### src/rtl/instr_fetch_ctrl_if.sv
// ---------------------------------------------------------------------------
// instr_fetch_ctrl_if
//   Bundles the two buses that the fetch sequencer sits between:
//   - instruction ROM side : rom_addr (byte address), rom_rdata (async read data)
//   - decoder side         : instr_valid/instr_ready handshake carrying
//                            instr_code/instr_pc, plus the redirect request
//                            (redirect, redirect_pc) coming back from execute.
//   Modports:
//     master - the fetch controller (drives address, head entry, valid)
//     slave  - the environment (ROM + decoder/redirect source)
// ---------------------------------------------------------------------------
interface instr_fetch_ctrl_if;
  logic [31:0] rom_addr;
  logic [31:0] rom_rdata;
  logic        instr_valid;
  logic        instr_ready;
  logic [31:0] instr_code;
  logic [31:0] instr_pc;
  logic        redirect;
  logic [31:0] redirect_pc;

  modport master (
    output rom_addr,
    input  rom_rdata,
    output instr_valid,
    input  instr_ready,
    output instr_code,
    output instr_pc,
    input  redirect,
    input  redirect_pc
  );

  modport slave (
    input  rom_addr,
    output rom_rdata,
    input  instr_valid,
    output instr_ready,
    input  instr_code,
    input  instr_pc,
    output redirect,
    output redirect_pc
  );
endinterface

### src/rtl/instr_fetch_ctrl.sv
// ---------------------------------------------------------------------------
// instr_fetch_ctrl
//   Fetch sequencer for the instruction ROM. Owns the PC, presents it as the
//   ROM address, captures the combinational ROM data into a small circular
//   prefetch buffer and hands {pc, instruction} to the decoder over a
//   valid/ready handshake. Handles decoder stall, branch/jump redirect
//   (buffer flush) and stopping at the end of the ROM.
//
// Parameters
//   RESET_PC   PC loaded on reset
//   DEPTH      prefetch buffer entries (power of 2, >= 2)
//   ROM_WORDS  ROM size in words; fetching stops once pc >= ROM_WORDS*4
//
// Ports
//   clk          in   rising-edge clock
//   reset_n      in   asynchronous active-low reset
//   bus          if   instr_fetch_ctrl_if.master (ROM bus, decoder handshake,
//                     redirect request)
//   rom_end      out  pc is at/after the end of the ROM, fetch stopped
//   level        out  prefetch buffer occupancy
//   misalign_err out  sticky misaligned-redirect flag
//
// Build option
//   IFETCH_MISALIGN_TRAP_EN : when defined, a redirect to a non-word-aligned
//   target flushes the buffer, leaves the PC untouched and sets the sticky
//   misalign_err, which blocks all further fetches until reset. When not
//   defined the target is silently word-aligned and misalign_err is tied 0.
// ---------------------------------------------------------------------------
module instr_fetch_ctrl #(
  parameter logic [31:0] RESET_PC  = 32'h0000_0000,
  parameter int          DEPTH     = 2,
  parameter int          ROM_WORDS = 16
) (
  input  logic                         clk,
  input  logic                         reset_n,
  instr_fetch_ctrl_if.master           bus,
  output logic                         rom_end,
  output logic [$clog2(DEPTH+1)-1:0]   level,
  output logic                         misalign_err
);

  localparam int LW = $clog2(DEPTH + 1);
  localparam int PW = $clog2(DEPTH);

  localparam logic [31:0]   PC_LIMIT   = 32'(ROM_WORDS * 4);
  localparam logic [LW-1:0] LEVEL_FULL = LW'(DEPTH);
  localparam logic [LW-1:0] LEVEL_ONE  = LW'(1);
  localparam logic [PW-1:0] PTR_ONE    = PW'(1);

  logic [31:0]   pc_q,     pc_d;
  logic [LW-1:0] level_q,  level_d;
  logic [PW-1:0] rd_ptr_q, rd_ptr_d;
  logic [PW-1:0] wr_ptr_q, wr_ptr_d;

  logic [31:0]   buf_pc_q   [DEPTH];
  logic [31:0]   buf_code_q [DEPTH];

  logic          buf_empty;
  logic          pop;
  logic          push;
  logic          redirect_bad;

  // Misalignment handling: either a sticky trap flag, or plain word alignment
  // of the redirect target (the low address bits are then don't-care).
`ifdef IFETCH_MISALIGN_TRAP_EN
  logic misalign_q, misalign_d;

  assign redirect_bad = (bus.redirect_pc[1:0] != 2'b00);
  assign misalign_d   = misalign_q | (bus.redirect & redirect_bad);
  assign misalign_err = misalign_q;

  always_ff @(posedge clk or negedge reset_n) begin
    if (!reset_n) begin
      misalign_q <= 1'b0;
    end else begin
      misalign_q <= misalign_d;
    end
  end
`else
  logic unused_redirect_lsbs;

  assign unused_redirect_lsbs = ^bus.redirect_pc[1:0];
  assign redirect_bad         = 1'b0;
  assign misalign_err         = 1'b0;
`endif

  // The ROM is addressed directly by the PC register; the head of the
  // buffer is presented to the decoder and forced to zero when empty.
  assign buf_empty       = (level_q == '0);
  assign rom_end         = (pc_q >= PC_LIMIT);
  assign level           = level_q;
  assign bus.rom_addr    = pc_q;
  assign bus.instr_valid = !buf_empty;
  assign bus.instr_code  = buf_empty ? 32'h0 : buf_code_q[rd_ptr_q];
  assign bus.instr_pc    = buf_empty ? 32'h0 : buf_pc_q[rd_ptr_q];

  // A push is allowed into a full buffer when the head leaves in the same
  // cycle, which is what sustains one instruction per cycle.
  assign pop  = bus.instr_valid & bus.instr_ready;
  assign push = !bus.redirect & !rom_end & !misalign_err &
                ((level_q < LEVEL_FULL) | pop);

  // Next-state for PC, pointers and occupancy. A redirect wins over
  // everything: the buffer is emptied even if the head is popped this cycle
  // (the decoder keeps that instruction), and nothing is fetched.
  always_comb begin
    pc_d     = pc_q;
    level_d  = level_q;
    rd_ptr_d = rd_ptr_q;
    wr_ptr_d = wr_ptr_q;
    if (bus.redirect) begin
      level_d  = '0;
      rd_ptr_d = '0;
      wr_ptr_d = '0;
      if (!redirect_bad) begin
        pc_d = {bus.redirect_pc[31:2], 2'b00};
      end
    end else begin
      if (pop) begin
        rd_ptr_d = rd_ptr_q + PTR_ONE;
      end
      if (push) begin
        wr_ptr_d = wr_ptr_q + PTR_ONE;
        pc_d     = pc_q + 32'd4;
      end
      if (push && !pop) begin
        level_d = level_q + LEVEL_ONE;
      end else if (pop && !push) begin
        level_d = level_q - LEVEL_ONE;
      end
    end
  end

  // Control state register.
  always_ff @(posedge clk or negedge reset_n) begin
    if (!reset_n) begin
      pc_q     <= RESET_PC;
      level_q  <= '0;
      rd_ptr_q <= '0;
      wr_ptr_q <= '0;
    end else begin
      pc_q     <= pc_d;
      level_q  <= level_d;
      rd_ptr_q <= rd_ptr_d;
      wr_ptr_q <= wr_ptr_d;
    end
  end

  // Buffer storage needs no reset: entries are only visible while counted
  // in level, and the outputs are forced to zero when it is empty.
  always_ff @(posedge clk) begin
    if (push) begin
      buf_pc_q[wr_ptr_q]   <= pc_q;
      buf_code_q[wr_ptr_q] <= bus.rom_rdata;
    end
  end

endmodule
### src/flat_wrapper.sv
// flat-port wrapper written by rule: the top's interface ports become plain ports
module instr_fetch_ctrl_flat 
#(
  parameter logic [31:0] RESET_PC  = 32'h0000_0000,
  parameter int          DEPTH     = 2,
  parameter int          ROM_WORDS = 16
)
  (clk, reset_n, rom_end, level, misalign_err, bus_rom_addr, bus_rom_rdata, bus_instr_valid, bus_instr_ready, bus_instr_code, bus_instr_pc, bus_redirect, bus_redirect_pc);
  instr_fetch_ctrl_if bus_i ();
  input  logic clk;
  input  logic reset_n;
  output logic rom_end;
  output logic [$clog2(DEPTH+1)-1:0] level;
  output logic misalign_err;
  output wire logic [$bits(bus_i.rom_addr)-1:0] bus_rom_addr;
  input wire logic [$bits(bus_i.rom_rdata)-1:0] bus_rom_rdata;
  output wire logic [$bits(bus_i.instr_valid)-1:0] bus_instr_valid;
  input wire logic [$bits(bus_i.instr_ready)-1:0] bus_instr_ready;
  output wire logic [$bits(bus_i.instr_code)-1:0] bus_instr_code;
  output wire logic [$bits(bus_i.instr_pc)-1:0] bus_instr_pc;
  input wire logic [$bits(bus_i.redirect)-1:0] bus_redirect;
  input wire logic [$bits(bus_i.redirect_pc)-1:0] bus_redirect_pc;
  assign bus_rom_addr = bus_i.rom_addr;
  assign bus_i.rom_rdata = bus_rom_rdata;
  assign bus_instr_valid = bus_i.instr_valid;
  assign bus_i.instr_ready = bus_instr_ready;
  assign bus_instr_code = bus_i.instr_code;
  assign bus_instr_pc = bus_i.instr_pc;
  assign bus_i.redirect = bus_redirect;
  assign bus_i.redirect_pc = bus_redirect_pc;
  instr_fetch_ctrl #(.RESET_PC(RESET_PC), .DEPTH(DEPTH), .ROM_WORDS(ROM_WORDS)) u_core (.clk(clk), .reset_n(reset_n), .bus(bus_i), .rom_end(rom_end), .level(level), .misalign_err(misalign_err));
endmodule
### config.mk
export PLATFORM = sky130hd
export DESIGN_NAME = instr_fetch_ctrl_flat
export DESIGN_NICKNAME = d
export VERILOG_FILES = /design/src/rtl/instr_fetch_ctrl_if.sv /design/src/rtl/instr_fetch_ctrl.sv /design/src/flat_wrapper.sv
export SDC_FILE = /design/constraint.sdc
export NUM_CORES = 1
export LEC_CHECK = 0
export ABC_CLOCK_PERIOD_IN_PS = 7700
export CAP_MARGIN = 20
export CORE_MARGIN = 5
export CORE_UTILIZATION = 35
export CTS_BUF_LIST = sky130_fd_sc_hd__clkbuf_4
export DETAILED_ROUTE_END_ITERATION = 16
export MAX_ROUTING_LAYER = met4
export PLACE_DENSITY = 0.7
export SLEW_MARGIN = 20
export SYNTH_ARGS = -nofsm -noshare
export SYNTH_HDL_FRONTEND = slang
export SYNTH_SLANG_ARGS = --single-unit
### constraint.sdc
create_clock -name clk -period 7.7 [get_ports clk]
set_input_delay 1.54 -clock clk [delete_from_list [all_inputs] [get_ports clk]]
set_output_delay 1.54 -clock clk [all_outputs]
set_load 0.01 [all_outputs]
* Yosys cells after proc, flatten, opt, wreduce, memory -nomap -nowiden
Memory sizes are Yosys's and may differ from the RTL's.
Cells that the tools add are included.
** Storage, ports and cells
- Output and inout port bits :: 101
- Logic and storage cells :: 41
- Memories :: 2
- Memory bits (writable) :: 128
- Register bits :: 36
- Input port bits :: 68
** Memory list
- u_core.buf_code_q :: depth 2, bits a word 32, read ports 1, clocked after memory_dff 0, wr ports 1, line instr_fetch_ctrl.sv:56 : logic [31:0] buf_code_q [DEPTH];
- u_core.buf_pc_q :: depth 2, bits a word 32, read ports 1, clocked after memory_dff 0, wr ports 1, line instr_fetch_ctrl.sv:55 : logic [31:0] buf_pc_q [DEPTH];
** Cells by class
- Bitwise gates (word level) :: 4
- Multiplexer cells :: 13
- $add $sub $neg :: 5
- $lt $le $gt $ge :: 2
- Reductions and logical operators :: 11
** Operators by type and width (count)
- 32-bit two-way mux :: 4
- 32-bit by 3-bit adder with 32-bit output (second input constant) :: 1
- 32-bit by 7-bit greater-or-equal comparator with 1-bit output (second input constant) :: 1
- 1-bit two-way mux :: 6
- 2-bit two-way mux :: 3
- 1-bit logical NOT :: 5
- 2-bit nonzero test :: 2
- 1-bit AND :: 3
- 3-bit nonzero test :: 1
- 1-bit adder (second input constant) :: 2
- 2-bit by 1-bit adder with 2-bit output (second input constant) :: 1
- 1-bit logical AND :: 2
- 2-bit logical NOT :: 1
- 2-bit less-than comparator (second input constant) :: 1
- 2-bit by 1-bit subtractor with 2-bit output (second input constant) :: 1
- 1-bit bitwise OR :: 1

* Logic depth before layout (Yosys ltp)
Gate-level depths: netlist (run 1).
- Word-level depth :: 10
- Mapped depth :: 5
- Mapped depth without buffers :: 5

* Worst setup path after synthesis (run 1)
OpenSTA, ideal clock, no wires.
- Path kind :: in2reg
- Start point :: input bus_instr_ready
- End point :: memory u_core.buf_code_q[1][0] (enable)
- Library setup time :: 0.571 ns
- Stages :: 3
- Slack :: 0.544 ns
- Path buffers :: 0
- Required time :: 7.129 ns
- Arrival time :: 6.585 ns
- Cell sequence :: o2111ai_4 > or2_2 > nor3b_1
** On the way
- Cells in the longest elaborated chain, start to end :: 5
** RTL lines
- start: declaration :: line flat_wrapper.sv:18 : input wire logic [$bits(bus_i.instr_ready)-1:0] bus_instr_ready;
- 1-bit AND :: line instr_fetch_ctrl.sv:99 : assign pop = bus.instr_valid & bus.instr_ready;
- 1-bit bitwise OR :: line instr_fetch_ctrl.sv:101 : ((level_q < LEVEL_FULL) | pop);
- 1-bit AND :: line instr_fetch_ctrl.sv:100 : assign push = !bus.redirect & !rom_end & !misalign_err &
- 1-bit two-way mux :: line instr_fetch_ctrl.sv:152 : if (push) begin
- 1-bit two-way mux (implied by the code) :: line instr_fetch_ctrl.sv:154 : buf_code_q[wr_ptr_q] <= bus.rom_rdata;
- end: declaration :: line instr_fetch_ctrl.sv:56
No other way between the ends.

* Final worst setup path (run 1)
- Start point :: register u_core.pc_q[29], in the netlist u_core.bus.rom_addr[29]
- End point :: output rom_end
** On the way
- Cells in the longest elaborated chain, start to end :: 1
** RTL lines
- start: declaration :: line instr_fetch_ctrl.sv:50 : logic [31:0] pc_q, pc_d;
- start signal: assignment :: line instr_fetch_ctrl.sv:142 : pc_q <= pc_d;
- 32-bit by 7-bit greater-or-equal comparator with 1-bit output :: line instr_fetch_ctrl.sv:90 : assign rom_end = (pc_q >= PC_LIMIT);
- end: declaration :: line flat_wrapper.sv:12 : output logic rom_end;
No other way between the ends.

==> flow_summary.toml, run 1 <==
[run_status]
status = "finished, final reports clean"

[synth]
ys_seq_elements = 158
synth_area_leaders = "edfxtp_1 60%, dfrtp_1 14%, mux2i_1 9.9%, mux2_2 4.5%, nor2_1 4.2%"
synthDistinctLibCells = 36
synth.largest_area_cell = "edfxtp_1"
async_reset_ff_frac = 0.215
syn_area_per_cell_um2 = 16.0
postSynthCellCount = 391
yosys_warnings = 0
synth_edf_count = 124
synth_top_area_frac = 0.596
synth_ff_type = "edfxtp_1"
netlist_area_mm2 = 0.00624
synth-seq-area-share = 0.733

[placed_design]
dp.cells = 763
dp_slack_ns = 3.72
placed_cell_area_mm2 = 0.00809
port_buffers = 161
place_hpwl_um = 8930
gp_congestion = 0.757

[detailed_routing]
ant_nets = 0
drtPass1Iterations = 4
first_iter_violations = 119
via_per_inst = 4.70
drc_errors = 0
vias = 3738
drt_wl_total_um = 13400
routedWlPerCell_um = 16.9

[cells_and_area]
fin_util = 0.480
layout.cells.non_filler = 796
area_delta_synth_final_pct = 34.0
drive_above_1_share = 0.131
fin_area_mm2 = 0.00837
antennaDiodeCount = 0
final_net_count = 628
nFillCells = 1515

[timing]
hold_viol_final = 0
final_max_slew_viol_count = 0
setup_tns_ns = 0
hold_ws_ns = 0.538
finalCritPeriodShare = 0.578
fin_skew_ns = 0.0233
rsz0062_at_grt = "no"
setup_viol = 0
finalCriticalPeriod_ns = 4.45
worst_pin_slew_ns = 0.891
fmax_mhz = 225
slew_headroom = 0.406
fin_ws_ns = 3.25

[clocking]
cts_max_level = 4
insertion_delay_ns = 0.55
cts_made_buffers = 17
cts_resized = 0
clk_path_buf_depth = 2
cts_tree = "yes"
ctsHoldBuffers = 0
clock_sinks = 158
cts-root-buf = "clkbuf_4"
post_cts_buffers = 0
clk_pin_slew_ns = 0.13

[die]
initial_utilization = 0.358
dieArea_mm2 = 0.0206
rows = 48
num_io_pins = 169
die_height_um = 144
coreArea_mm2 = 0.0174
die_x_um = 144

[worst_setup_path]
worst_ep_required_time_ns = 6.16
worstSetupPathType = "flop to output pin"
path_max_fanout = 13
cp_slowest_cell = "nand4_1"
crit_path_end_kind = "output pin"
path_cells = "nor4_1, nand4_1, or2_2, clkdlybuf4s50_1"
critPathMaxStageDelay_ns = 0.52
cp-start-kind = "flop"
arrival_ns = 2.91

[power_and_ir_drop]
p_per_area_mw_per_mm2 = 185
vdd_drop_max_mv = 0.107
leakage_nw = 2.71
finalPower_mw = 1.54

[global_routing]
top_usage_layer = "met2"
grt_max_degree = 64
grt.met2_usage = 0.233
met1_usage = 0.154
grt_pass1_vias = 4039
track_usage = 0.139
grt_pass1_wl_um = 21100
grt.met3_usage = 0.0486
antenna_found_initial = 0
overflow = 0

[min_path]
hold_class = "flop to flop"

[flow_run]
cap_violations = 0
## cells in the mapped netlist, types with 2 or more instances
cell type  count
a21oi_1        3
a31oi_1        2
buf_1          2
buf_2          7
buf_4          5
clkbuf_1       9
dfrtp_1       34
edfxtp_1     124
ha_1           2
inv_1          7
mux2_2        25
mux2i_1       62
nand2_1        3
nand3_1        3
nor2_1        70
nor2b_1        2
nor3_1         2
nor4_1         4
nor4_4         3
o21ai_0        2
o31ai_1        2
or2_2          2
or3_1          2
or4_1          2
## worst paths after layout
kind,startpoint,endpoint,slack (ns),cells past startpoint
max,u_core.bus.rom_addr[29]$_DFFE_PN0P_,rom_end,3.25,4
min,u_core.bus.rom_addr[29]$_DFFE_PN0P_,u_core.buf_pc_q[1][29]$_DFFE_PP_,0.54,0
max reg2reg,u_core.bus.rom_addr[29]$_DFFE_PN0P_,u_core.buf_pc_q[1][25]$_DFFE_PP_,4.60,5
min reg2reg,u_core.bus.rom_addr[29]$_DFFE_PN0P_,u_core.buf_pc_q[1][29]$_DFFE_PP_,0.54,0
max in group asynchronous,reset_n,u_core.rd_ptr_q$_DFFE_PN0P_,6.02,1
min in group asynchronous,reset_n,u_core.bus.rom_addr[5]$_DFFE_PN0P_,1.08,1
## worst max-delay path, delay by kind of cell (launching register included)
kind | cells | cell delay [ns]
flip-flops | 1 | 0.43
buffers and inverters | 1 | 0.49
AND/OR/NAND/NOR | 3 | 1.46
## layer usage
metal | up-vias | part of all wire
li1 | 1766 | -
met3 | 16 | 0.076
met2 | 128 | 0.51
met4 | 0 | 0.016
met1 | 1828 | 0.39
met5 | - | 0
## power by group
group	internal, mW	total [mW]	switching, mW	leakage, nW
Clock	0.164	0.469	0.305	0.141
Combinational	0.0702	0.110	0.0394	1.05
Sequential	0.940	0.965	0.0252	1.52
Total	1.17	1.54	0.369	2.71
## sequential cells by signal, summed over array words and instances (netlist names)
register	count
u_core.buf_code_q	64
u_core.buf_pc_q	60
u_core.bus.rom_addr	30
u_core.level	2
u_core.rd_ptr_q	1
u_core.wr_ptr_q	1
## final cells by class
class / instances / area, um^2 / area share
well taps: 225 / 282 / 0.0336
multi-input cells: 207 / 1560 / 0.187
inverters: 7 / 26.3 / 0.00314
repair buffers: 167 / 1660 / 0.198
clock inverters: 15 / 134 / 0.0160
clock buffers: 17 / 128 / 0.0153
flip-flops and latches: 158 / 4580 / 0.547
## cells by family after synthesis
group	synth area share
compound gates	0.0194
xor+xnor	0.00140
fa+ha+maj	0.00401
buf+inv	0.0224
flops	0.733
mux	0.144
other cells	0.000601
simple gates	0.0749
## layout by cell type, fill, tap and decap left out, types with 3 or more instances in the layout
master / instances
clkdlybuf4s50_1: 159
edfxtp_1: 124
nor2_1: 69
mux2i_1: 62
dfrtp_1: 33
mux2_2: 25
clkbuf_4: 17
inv_1: 7
inv_6: 6
conb_1: 5
buf_4: 5
nor4_1: 4
nor4_4: 3
nand3_1: 3
a21oi_1: 3
nand2_1: 3
clkinv_2: 3
Power figures use the tool's default switching activity.
==> run 2: changes to the inputs <==
ABC_CLOCK_PERIOD_IN_PS = 4300   (was 7700)
clock period = 4.3 ns   (was 7.7 ns; I/O delays follow)
==> run 2 against run 1 <==
Core utilization rose by 0.34 points. Via count rose by 0.40%. Combinational power rose by 76%. Sequential share of layout area fell by 0.39 points. Clock skew rose by 0.0031 ns. Final cell count rose by 0.38%. Highest routed layer unchanged. First-iteration DRC count rose by 26%. Die area did not move. Final area rose by 0.72%. Worst hold slack got worse by 0.16 ns. Register-to-register slack got worse by 3.0 ns. Critical path depth did not move.
==> flow_summary.toml, run 2 (synthesis gave the netlist of run 1 again) <==
[detailed_routing]
drc_errors = 0
ant_nets = 0
drt_wl_total_um = 13800
vias = 3753
first_iter_violations = 150
drtPass1Iterations = 4
routedWlPerCell_um = 17.2
via_per_inst = 4.70

[die]
initial_utilization = 0.358
num_io_pins = 169
rows = 48
die_x_um = 144
die_height_um = 144
dieArea_mm2 = 0.0206
coreArea_mm2 = 0.0174

[global_routing]
track_usage = 0.140
grt_max_degree = 48
antenna_found_initial = 1
overflow = 0
grt_pass1_vias = 3926
grt_pass1_wl_um = 21100

[worst_setup_path]
arrival_ns = 2.66
r2r_cells = 6
path_max_fanout = 41
cp-start-kind = "flop"
worst_ep_required_time_ns = 3.44
worstSetupPathType = "flop to output pin"
crit_path_end_kind = "output pin"

[power_and_ir_drop]
p_per_area_mw_per_mm2 = 338
seq_power_share = 0.607
leakage_nw = 2.74
clockPowerShare = 0.325
internal_power_mw = 2.22
vdd_drop_max_mv = 0.154
p_switching_uw = 633
pwr-share-comb = 0.068
swShare = 0.222

[clocking]
cts_made_buffers = 17
post_cts_buffers = 0
insertion_delay_ns = 0.54
ctsHoldBuffers = 0
cts_resized = 0
cts_max_level = 4
clock_sinks = 158
clk_path_buf_depth = 2
cts_tree = "yes"
clk_pin_slew_ns = 0.14
cts-root-buf = "clkbuf_4"

[timing]
rsz0062_at_grt = "no"
finalCritPeriodShare = 0.819
fin_skew_ns = 0.0263
setup_viol = 0
fmax_mhz = 284
fin_ws_ns = 0.777
final_max_slew_viol_count = 0
finalCriticalPeriod_ns = 3.52
slew_headroom = 0.412
hold_viol_final = 0
worst_pin_slew_ns = 0.881
setup_tns_ns = 0

[cells_and_area]
fin_util = 0.484
drive_above_1_share = 0.131
mostFrequentLayoutCell = "clkdlybuf4s50_1"
top_register = "u_core.buf_code_q"
final_net_count = 630
largest_register_ffs = 64
area_delta_synth_final_pct = 35.0
final_cell_mix = "159 x clkdlybuf4s50_1, 124 x edfxtp_1, 69 x nor2_1"

[placed_design]
place_hpwl_um = 9300
gp_congestion = 0.774
dp_slack_ns = 0.996
port_buffers = 161

[min_path]
hold_class = "primary input to async pin"

[flow_run]
cap_violations = 0

[run_status]
status = "finished, final reports clean"
## run 2: critical path: stages (launching register included)
cell	delay (ns)
dfrtp_1	0.50
nor2_4	0.45
buf_4	0.50
nor2_1	0.10
clkdlybuf4s50_1	0.52
## run 2: final cells by class
cell class	instances	area, um^2
Clock buffer	18	135
Timing Repair Buffer	169	1660
Inverter	7	26.3
Multi-Input combinational cell	207	1570
Clock inverter	14	169
Sequential cell	158	4580
Antenna cell	1	2.50
Fill cell	1499	8990
Tap cell	225	282
## run 2: metrics by stage
step	instances	area (um^2)	hold slack, ns	power [mW]
3_5_place_dp	766	8120	0.513	1.96
2_1_floorplan	395	6270	0.545	1.81
6_report	799	8430	0.380	2.85
3_3_place_gp	766	8120	0.504	1.95
4_1_cts	798	8430	0.335	2.90
5_1_grt	799	8430	0.372	2.99
## run 2: path summary, 6_finish.rpt
path | from | to | slack, ns
max | u_core.level[1]$_DFFE_PN0P_ | bus_instr_pc[31] | 0.78
min | reset_n | u_core.bus.rom_addr[26]$_DFFE_PN0P_ | 0.38
max reg2reg | u_core.bus.rom_addr[28]$_DFFE_PN0P_ | u_core.buf_code_q[1][9]$_DFFE_PP_ | 1.56
min reg2reg | u_core.bus.rom_addr[22]$_DFFE_PN0P_ | u_core.buf_pc_q[1][22]$_DFFE_PP_ | 0.54
max in group asynchronous | reset_n | u_core.rd_ptr_q$_DFFE_PN0P_ | 3.35
min in group clk | u_core.bus.rom_addr[22]$_DFFE_PN0P_ | u_core.buf_pc_q[1][22]$_DFFE_PP_ | 0.54
## run 2: per-layer routing
metal	wire [um]	share of wire	vias up	global-route usage
met1	5760	0.42	1831	0.170
met4	272	0.020	0	0.0560
met5	0	0	-	-
li1	-	-	1776	-
met2	6680	0.49	128	0.219
met3	1060	0.077	18	0.0446
## run 2: power groups by stage
stage / sequential (mW) / combinational [mW] / clock [mW]
6_report: 1.73 / 0.194 / 0.926
3_5_place_dp: 1.77 / 0.196 / 0
3_3_place_gp: 1.76 / 0.192 / 0
2_1_floorplan: 1.76 / 0.0499 / 0
4_1_cts: 1.73 / 0.198 / 0.968
5_1_grt: 1.74 / 0.209 / 1.04
